### config.mk
export PLATFORM = sky130hd
export DESIGN_NAME = gam_subset_fetch
export DESIGN_NICKNAME = d
export VERILOG_FILES = /design/src/rtl/gam_subset_fetch_pkg.sv /design/src/rtl/gam_pix_fifo.sv /design/src/rtl/gam_subset_fetch.sv
export SDC_FILE = /design/constraint.sdc
export NUM_CORES = 1
export LEC_CHECK = 0
export CAP_MARGIN = 20
export CELL_PAD_IN_SITES_DETAIL_PLACEMENT = 0
export CELL_PAD_IN_SITES_GLOBAL_PLACEMENT = 1
export CORE_ASPECT_RATIO = 0.8
export CORE_MARGIN = 3
export CORE_UTILIZATION = 40
export CTS_CLUSTER_SIZE = 25
export DETAILED_ROUTE_END_ITERATION = 10
export HOLD_SLACK_MARGIN = 0.12
export PLACE_DENSITY_LB_ADDON = 0.25
export RECOVER_POWER = 100
export SETUP_SLACK_MARGIN = 0.2
export SLEW_MARGIN = 40
export SYNTH_ARGS = -nofsm -noshare
export SYNTH_HDL_FRONTEND = slang
export SYNTH_SLANG_ARGS = --single-unit
### constraint.sdc
create_clock -name clock -period 6.2 [get_ports clock]
set_input_delay 0.62 -clock clock [delete_from_list [all_inputs] [get_ports clock]]
set_output_delay 0.62 -clock clock [all_outputs]
set_load 0.005 [all_outputs]
### src/rtl/gam_subset_fetch_pkg.sv
// Shared state encoding and constants for the gamma subset fetch block.
// The read latency default matches the image BRAM timing used by the gamma interface.
package gam_subset_fetch_pkg;

   typedef enum logic [1:0] {
      IDLE  = 2'd0,
      ISSUE = 2'd1,
      DRAIN = 2'd2,
      DONE  = 2'd3
   } fetch_state_t;

   localparam int BYTES_PER_WORD = 4;
   localparam int DEFAULT_RD_LAT = 3;

endpackage

### src/rtl/gam_pix_fifo.sv
// Small synchronous FIFO that buffers BRAM read data ahead of the pixel handshake.
// The head word is visible on o_data whenever o_empty is low.
module gam_pix_fifo #(
   parameter int DEPTH = 4,
   parameter int WIDTH = 32,
   localparam int PTR_W = (DEPTH > 1) ? $clog2(DEPTH) : 1,
   localparam int CNT_W = $clog2(DEPTH + 1)
) (
   input  logic             clock,
   input  logic             reset_n,
   input  logic             i_push,
   input  logic [WIDTH-1:0] i_data,
   input  logic             i_pop,
   output logic [WIDTH-1:0] o_data,
   output logic             o_full,
   output logic             o_empty,
   output logic [CNT_W-1:0] o_count
);

   logic [WIDTH-1:0] r_mem [DEPTH];
   logic [PTR_W-1:0] r_wrPtr;
   logic [PTR_W-1:0] r_rdPtr;
   logic [CNT_W-1:0] r_count;
   logic             w_pop;

   function automatic logic [PTR_W-1:0] nextPtr(input logic [PTR_W-1:0] p);
      return (p == PTR_W'(DEPTH - 1)) ? '0 : p + 1'b1;
   endfunction

   assign w_pop   = i_pop && (r_count != '0);
   assign o_data  = r_mem[r_rdPtr];
   assign o_full  = (r_count == CNT_W'(DEPTH));
   assign o_empty = (r_count == '0);
   assign o_count = r_count;

   always_ff @(posedge clock) begin
      if (i_push) begin
         r_mem[r_wrPtr] <= i_data;
      end
   end

   always_ff @(posedge clock) begin
      if (!reset_n) begin
         r_wrPtr <= '0;
         r_rdPtr <= '0;
         r_count <= '0;
      end else begin
         if (i_push) begin
            r_wrPtr <= nextPtr(r_wrPtr);
         end
         if (w_pop) begin
            r_rdPtr <= nextPtr(r_rdPtr);
         end
         case ({i_push, w_pop})
            2'b10:   r_count <= r_count + 1'b1;
            2'b01:   r_count <= r_count - 1'b1;
            default: r_count <= r_count;
         endcase
      end
   end

   // Upstream credit accounting must never let a push land on a full buffer.
   a_noOverflow: assert property (@(posedge clock) disable iff (!reset_n) !(i_push && o_full));

endmodule

### src/rtl/gam_subset_fetch.sv
// Fetches one correlation subset from the image BRAM on a start edge and streams
// its pixels out over valid/ready while accumulating their running sum.
module gam_subset_fetch
   import gam_subset_fetch_pkg::*;
#(
   parameter int RD_LAT     = DEFAULT_RD_LAT,
   parameter int FIFO_DEPTH = 4,
   parameter int SUM_W      = 48
) (
   input  logic             clock,
   input  logic             reset_n,
   input  logic             start,
   input  logic [31:0]      base_addr,
   input  logic [31:0]      num_pxl,
   input  logic [31:0]      cx_in,
   input  logic [31:0]      cy_in,
   output logic             img_ea,
   output logic [3:0]       img_wea,
   output logic [31:0]      img_addr,
   input  logic [31:0]      img_dout,
   output logic [31:0]      pix_data,
   output logic [31:0]      pix_idx,
   output logic             pix_valid,
   input  logic             pix_ready,
   output logic             pix_last,
   output logic [31:0]      sub_cx,
   output logic [31:0]      sub_cy,
   output logic [SUM_W-1:0] pix_sum,
   output logic             busy,
   output logic             done
);

   localparam int CNT_W = $clog2(FIFO_DEPTH + 1);

   fetch_state_t      r_state;
   fetch_state_t      w_stateNext;
   logic              r_startQ;
   logic              w_trigger;
   logic [RD_LAT-1:0] r_rdPipe;
   logic [31:0]       r_base;
   logic [31:0]       r_num;
   logic [31:0]       r_issued;
   logic [31:0]       r_accepted;
   logic [SUM_W-1:0]  r_sum;
   logic [31:0]       r_subCx;
   logic [31:0]       r_subCy;
   logic [31:0]       w_outstanding;
   logic              w_issue;
   logic              w_pop;
   logic [31:0]       w_fifoData;
   logic              w_fifoFull;
   logic              w_fifoEmpty;
   logic [CNT_W-1:0]  w_fifoCount;

   gam_pix_fifo #(
      .DEPTH (FIFO_DEPTH),
      .WIDTH (32)
   ) u_fifo (
      .clock   (clock),
      .reset_n (reset_n),
      .i_push  (r_rdPipe[RD_LAT-1]),
      .i_data  (img_dout),
      .i_pop   (w_pop),
      .o_data  (w_fifoData),
      .o_full  (w_fifoFull),
      .o_empty (w_fifoEmpty),
      .o_count (w_fifoCount)
   );

   assign w_trigger = start & ~r_startQ;
   assign w_pop     = pix_valid & pix_ready;

   assign pix_valid = ~w_fifoEmpty;
   assign pix_data  = pix_valid ? w_fifoData : '0;
   assign pix_idx   = r_accepted;
   assign pix_last  = pix_valid && (r_accepted == r_num - 32'd1);
   assign pix_sum   = r_sum;
   assign sub_cx    = r_subCx;
   assign sub_cy    = r_subCy;
   assign busy      = (r_state == ISSUE) || (r_state == DRAIN);
   assign done      = (r_state == DONE);
   assign img_ea    = w_issue;
   assign img_wea   = '0;
   assign img_addr  = w_issue ? r_base + r_issued * 32'(BYTES_PER_WORD) : '0;

   // A pop this cycle frees its slot immediately, which keeps one pixel per cycle
   // flowing when the buffer is only RD_LAT+1 deep.
   always_comb begin
      w_outstanding = 32'(w_fifoCount);
      for (int i = 0; i < RD_LAT; i++) begin
         w_outstanding = w_outstanding + 32'(r_rdPipe[i]);
      end
      if (w_pop) begin
         w_outstanding = w_outstanding - 32'd1;
      end
      w_issue = (r_state == ISSUE) && (r_issued < r_num) && !w_fifoFull &&
                (w_outstanding < 32'(FIFO_DEPTH));
      w_stateNext = r_state;
      case (r_state)
         IDLE:    if (w_trigger) w_stateNext = (num_pxl == 32'd0) ? DONE : ISSUE;
         ISSUE:   if (r_issued + 32'(w_issue) == r_num) w_stateNext = DRAIN;
         DRAIN:   if (r_accepted == r_num) w_stateNext = DONE;
         DONE:    w_stateNext = IDLE;
         default: w_stateNext = IDLE;
      endcase
   end

   always_ff @(posedge clock) begin
      if (!reset_n) begin
         r_state <= IDLE;
      end else begin
         r_state <= w_stateNext;
      end
   end

   always_ff @(posedge clock) begin
      if (!reset_n) begin
         r_startQ   <= 1'b0;
         r_rdPipe   <= '0;
         r_base     <= '0;
         r_num      <= '0;
         r_issued   <= '0;
         r_accepted <= '0;
         r_sum      <= '0;
         r_subCx    <= '0;
         r_subCy    <= '0;
      end else begin
         r_startQ <= start;
         r_rdPipe <= {r_rdPipe[RD_LAT-2:0], w_issue};
         if (r_state == IDLE && w_trigger) begin
            r_base     <= base_addr;
            r_num      <= num_pxl;
            r_subCx    <= cx_in;
            r_subCy    <= cy_in;
            r_issued   <= '0;
            r_accepted <= '0;
            r_sum      <= '0;
         end else begin
            if (w_issue) begin
               r_issued <= r_issued + 32'd1;
            end
            if (w_pop) begin
               r_accepted <= r_accepted + 32'd1;
               r_sum      <= r_sum + SUM_W'(w_fifoData);
            end
         end
      end
   end

endmodule
==> impl_summary.log, run 1 <==
[metrics] total via count in the routed design: 19,214
[metrics] Yosys warning count: 0
[metrics] Min-Delay Startpoint: sub_cy[26]$_SDFFE_PN0P_
[metrics] #FFs+latches synth: approximately 380
[metrics] number of levels the H-tree was split into: 2
[metrics] Final Hold Vio Count: 0
[metrics] number of routed nets with antenna violations: 0
[metrics] adder-cell share of the synthesized area: 6.83%
[metrics] Met3 Wirelength: approximately 5 mm
[metrics] maximum number of pins on one net before global-route repair: 81
[metrics] Area Overhead vs Synth: 26.8%
[metrics] floorplan row count: 75
[metrics] post-route met1 wirelength: approximately 31 mm
[metrics] actual transition at the worst max-transition pin: approximately 2.8 ns
[metrics] first-pass GRT wire length: approximately 110 mm
[metrics] Hold EP: sub_cy[26]$_SDFFE_PN0P_
[metrics] most used flip-flop cell after synthesis: sky130_fd_sc_hd__dfxtp_1
[metrics] Register-to-Register Path Depth: 21
[metrics] TritonCTS Sinks: 383
[metrics] number of distinct standard cells referenced by the synthesized netlist: 87
[metrics] clock network latency to the later pin of the worst-skew pair: 0.59 ns
[metrics] Max Slew Vio Count: 438
[metrics] top layer used by detailed routing: met5
[metrics] register clock-pin slew on the reported worst setup and hold paths: roughly 0.060 ns
[metrics] cell taking the most area after synthesis: sky130_fd_sc_hd__dfxtp_1
[metrics] startpoint of the lowest-slack register-to-register path: u_fifo.o_count[0]$_SDFFE_PN0P_
[metrics] Die Y: 213 µm
[metrics] worst rel slew slack: -84.6%
[metrics] library cell with the highest instance count after synthesis: sky130_fd_sc_hd__nand2_1
[metrics] top cell types by occurrence after synthesis: 416 x sky130_fd_sc_hd__nand2_1, 257 x sky130_fd_sc_hd__a21oi_1, 255 x sky130_fd_sc_hd__dfxtp_1, 150 x sky130_fd_sc_hd__nor2_1, 128 x sky130_fd_sc_hd__edfxtp_1
[metrics] CTS tree: done
[metrics] summed instance area of the synthesized netlist: 21,400 µm²
[metrics] number of nets in the finished design: 2,988
[metrics] Yosys top cell area share: 23.8%
[metrics] GRT Overall Usage: 24.5%
[metrics] area share of and/or/nand/nor cells after synthesis: 21.0%
[metrics] count of input and output buffers: 376
[metrics] XOR/XNOR share of the synthesized area: 6.62%
[metrics] number of iterations in the first detailed-routing pass: 5
[metrics] main combinational cell family by area after synthesis: simple AND/OR/NAND/NOR gates
[metrics] Worst Setup Start Kind: flip-flop
[metrics] clock buffer depth: 3
[metrics] CP Class: reg -> out
[metrics] outcome: finished, violations left
[metrics] sort of element at the end of the critical path: output pin
[metrics] Core ar.: 52,700 µm²
[metrics] die area: about 56,000 µm²
[metrics] met2 wire length: 32.5 mm
[metrics] unrepaired setup endpoints after global routing: false
[metrics] worst-case clock skew: 0.0196 ns
[metrics] post-placement setup slack: 0.703 ns
[metrics] synthesized-area fraction occupied by ao, oa, aoi and oai cells: 15.4%
[metrics] Root Buffer Master: sky130_fd_sc_hd__clkbuf_16
[metrics] buffers inserted by post-CTS timing repair: 0
[metrics] share of layout cells above drive strength 1: 6.05%
[metrics] top achievable clock speed: 0.172 GHz
[metrics] number of max-cap violations: 10
[metrics] total gr overflow: 0
[metrics] static power due to leakage: 10.4 nW
[metrics] pwr/cell area: 289 nW/µm²
[metrics] post-detailed-route wirelength per cell: 20.5 µm
[metrics] reg-to-reg slack, setup: 0.60 ns
[metrics] Post-synth EDFFs: 128
[metrics] worst hold path stage count: 2
[metrics] width of the die: between 200 and 300 µm
[metrics] violated checks: capacitance limit, slew limit
[metrics] Seq/Total Area, Yosys: 41.7%
[metrics] smallest setup slack after layout: 0.398 ns
[metrics] endpoint of the worst-slack reg-to-reg timing path: r_state[1]$_SDFFE_PN0P_
[metrics] gate count of the mapped netlist: 2,401
[metrics] time the final worst path needs with I/O delays and setup: approximately 5.8 ns
[metrics] initial standard-cell utilization of the core: 40.6%
[metrics] fin util: 51.5%
[metrics] Final Setup Violations: 0
[metrics] Final Cycle Share: 93.6%
[metrics] dominant cells by area after synthesis: sky130_fd_sc_hd__dfxtp_1 24%, sky130_fd_sc_hd__edfxtp_1 18%, sky130_fd_sc_hd__nand2_1 7.3%
[metrics] count of boundary I/O pins: ~380
[metrics] number of antenna violations at the first check in global routing: 4
[metrics] critical path required time: 5.58 ns
[metrics] maximum fanout along the worst path: a little under 60
[metrics] share of synthesized flip-flops with an asynchronous set or reset: 0%
[metrics] RePlAce Congestion: between 0.9 and 1
[metrics] via count of the first global-routing pass: 18,551
[metrics] setup TNS: 0 ns
[metrics] share of synthesized area spent on multiplexers: 4.00%
[metrics] half-perimeter wire length after detailed placement: 52.6 mm
[metrics] vias per inst: 5.59
[metrics] post-detailed-route DRC marker count: 0
[metrics] first-iteration detailed-routing DRC count: 1,669
[metrics] number of clock buffers inserted by TritonCTS: 43
[metrics] Final Routed Wirelength: between 70 and 80 mm
[metrics] VDD IR-drop max: roughly 200 µV
[metrics] arrival time at the worst endpoint: 5.18 ns
[metrics] Tightest Hold Check Type: reg -> reg
[metrics] average footprint of a synthesized cell: 8.93 µm²
[layout make-up]
class	count	area (µm²)
well taps	693	867
clock buffers	64	1250
multi-input cells	1796	11600
fillers	4875	25600
repair buffers	407	3960
diodes	2	5.00
clock inverters	15	246
flip-flops and latches	383	8950
inverters	79	298
[kinds of logic after synthesis]
kind of cell,count (synthesis)
buffers and inverters,225
and+or+nand+nor,933
muxes,44
other,1
DFF,383
adders and majority gates,114
xor gates and xnor gates,162
AOI/OAI and AO/OA,539
[per-stage QoR]
stage          total power [mW]  std cells  area (µm²)  hold WS, ns
2_1_floorplan              4.32       2404       21400        0.432
3_3_place_gp               5.24       3358       25700        0.442
5_1_grt                    8.29       3438       27200        0.466
4_1_cts                    7.99       3437       27200        0.455
3_5_place_dp               5.27       3358       25700        0.447
6_report                   7.87       3439       27200        0.449
[worst max-delay path: stages, from the launching register on]
cell and delay [ns]:
sky130_fd_sc_hd__dfxtp_1 0.39, sky130_fd_sc_hd__fa_1 0.51, sky130_fd_sc_hd__ha_1 0.16, sky130_fd_sc_hd__inv_1 0.05
sky130_fd_sc_hd__fa_1 0.48, sky130_fd_sc_hd__nand2b_1 0.06, sky130_fd_sc_hd__or3_1 0.32, sky130_fd_sc_hd__a21oi_1 0.18
sky130_fd_sc_hd__o2111a_1 0.24, sky130_fd_sc_hd__and4b_1 0.25, sky130_fd_sc_hd__a21oi_4 0.07, sky130_fd_sc_hd__buf_4 0.24
sky130_fd_sc_hd__buf_4 0.34, sky130_fd_sc_hd__a2111oi_1 0.64, sky130_fd_sc_hd__clkdlybuf4s50_1 0.64
[worst max-delay path by stage]
| stage | cells after the start | end | slack, ns | from |
|---|---|---|---|---|
| CTS | 14 | img_addr[21] | 0.32 | u_fifo.o_count[0]$_SDFFE_PN0P_ |
| detailed placement | 21 | r_state[1]$_SDFFE_PN0P_ | 0.70 | u_fifo.o_count[0]$_SDFFE_PN0P_ |
| global route | 15 | img_addr[27] | 0.15 | u_fifo.o_count[0]$_SDFFE_PN0P_ |
| finish | 14 | img_addr[21] | 0.40 | u_fifo.o_count[0]$_SDFFE_PN0P_ |
| floorplan | 23 | r_state[0]$_SDFFE_PN0P_ | 0.98 | u_fifo.o_count[0]$_SDFFE_PN0P_ |
| global placement | 21 | r_state[1]$_SDFFE_PN0P_ | 0.76 | u_fifo.o_count[0]$_SDFFE_PN0P_ |
[per-layer routing]
layer	global-route usage, %	vias to the layer above
met5	0	-
met4	6.54	2
met3	5.00	98
met2	39.6	588
met1	33.7	9286
li1	-	9240
[cells in the final DEF (no fill, tap or decap), types with 19 or more instances in the layout]
master and n:
sky130_fd_sc_hd__and2_0 33, sky130_fd_sc_hd__edfxtp_1 128, sky130_fd_sc_hd__xor2_1 78, sky130_fd_sc_hd__nand2_1 416, sky130_fd_sc_hd__inv_1 77, sky130_fd_sc_hd__clkbuf_16 43, sky130_fd_sc_hd__a21o_1 26, sky130_fd_sc_hd__nand4_1 53
sky130_fd_sc_hd__dlygate4sd3_1 210, sky130_fd_sc_hd__nand3_1 53, sky130_fd_sc_hd__or4_1 28, sky130_fd_sc_hd__o211ai_1 28, sky130_fd_sc_hd__or3_1 30, sky130_fd_sc_hd__clkdlybuf4s50_1 166, sky130_fd_sc_hd__a31oi_1 19, sky130_fd_sc_hd__o21ai_0 70
sky130_fd_sc_hd__and3_1 22, sky130_fd_sc_hd__ha_1 109, sky130_fd_sc_hd__and2_1 20, sky130_fd_sc_hd__clkbuf_1 21, sky130_fd_sc_hd__nor2_1 150, sky130_fd_sc_hd__nor3_1 38, sky130_fd_sc_hd__xnor2_1 84, sky130_fd_sc_hd__a21oi_1 256
sky130_fd_sc_hd__dfxtp_1 255, sky130_fd_sc_hd__mux4_2 33
[sequential cells by signal, indices dropped and copies added (netlist names), named ones only]
name            count
pix_idx            32
u_fifo.r_rdPtr      2
u_fifo.r_wrPtr      2
u_fifo.r_mem      128
r_issued           32
sub_cy             32
r_state             2
u_fifo.o_count      3
pix_sum            48
r_num              32
r_startQ            1
sub_cx             32
r_base             32
r_rdPipe            3
[where the power goes]
group | switching, mW | internal (mW)
Combinational | 1.32 | 0.926
Clock | 1.08 | 1.61
Sequential | 0.173 | 2.75
Total | 2.58 | 5.29
[repair_timing]
| action | 4_1_cts | 5_1_grt |
|---|---|---|
| setup endpoints to repair | 0 | 1 |
| resized for setup | 0 | 1 |
| hold buffers | 0 | 0 |
Power figures use the tool's default switching activity.
==> run 2: changes to the inputs <==
Settings changed: SKIP_LAST_GASP set to 1.
==> results of run 2 <==
No change in the layout: final DEF, timing and power equal those of run 1.
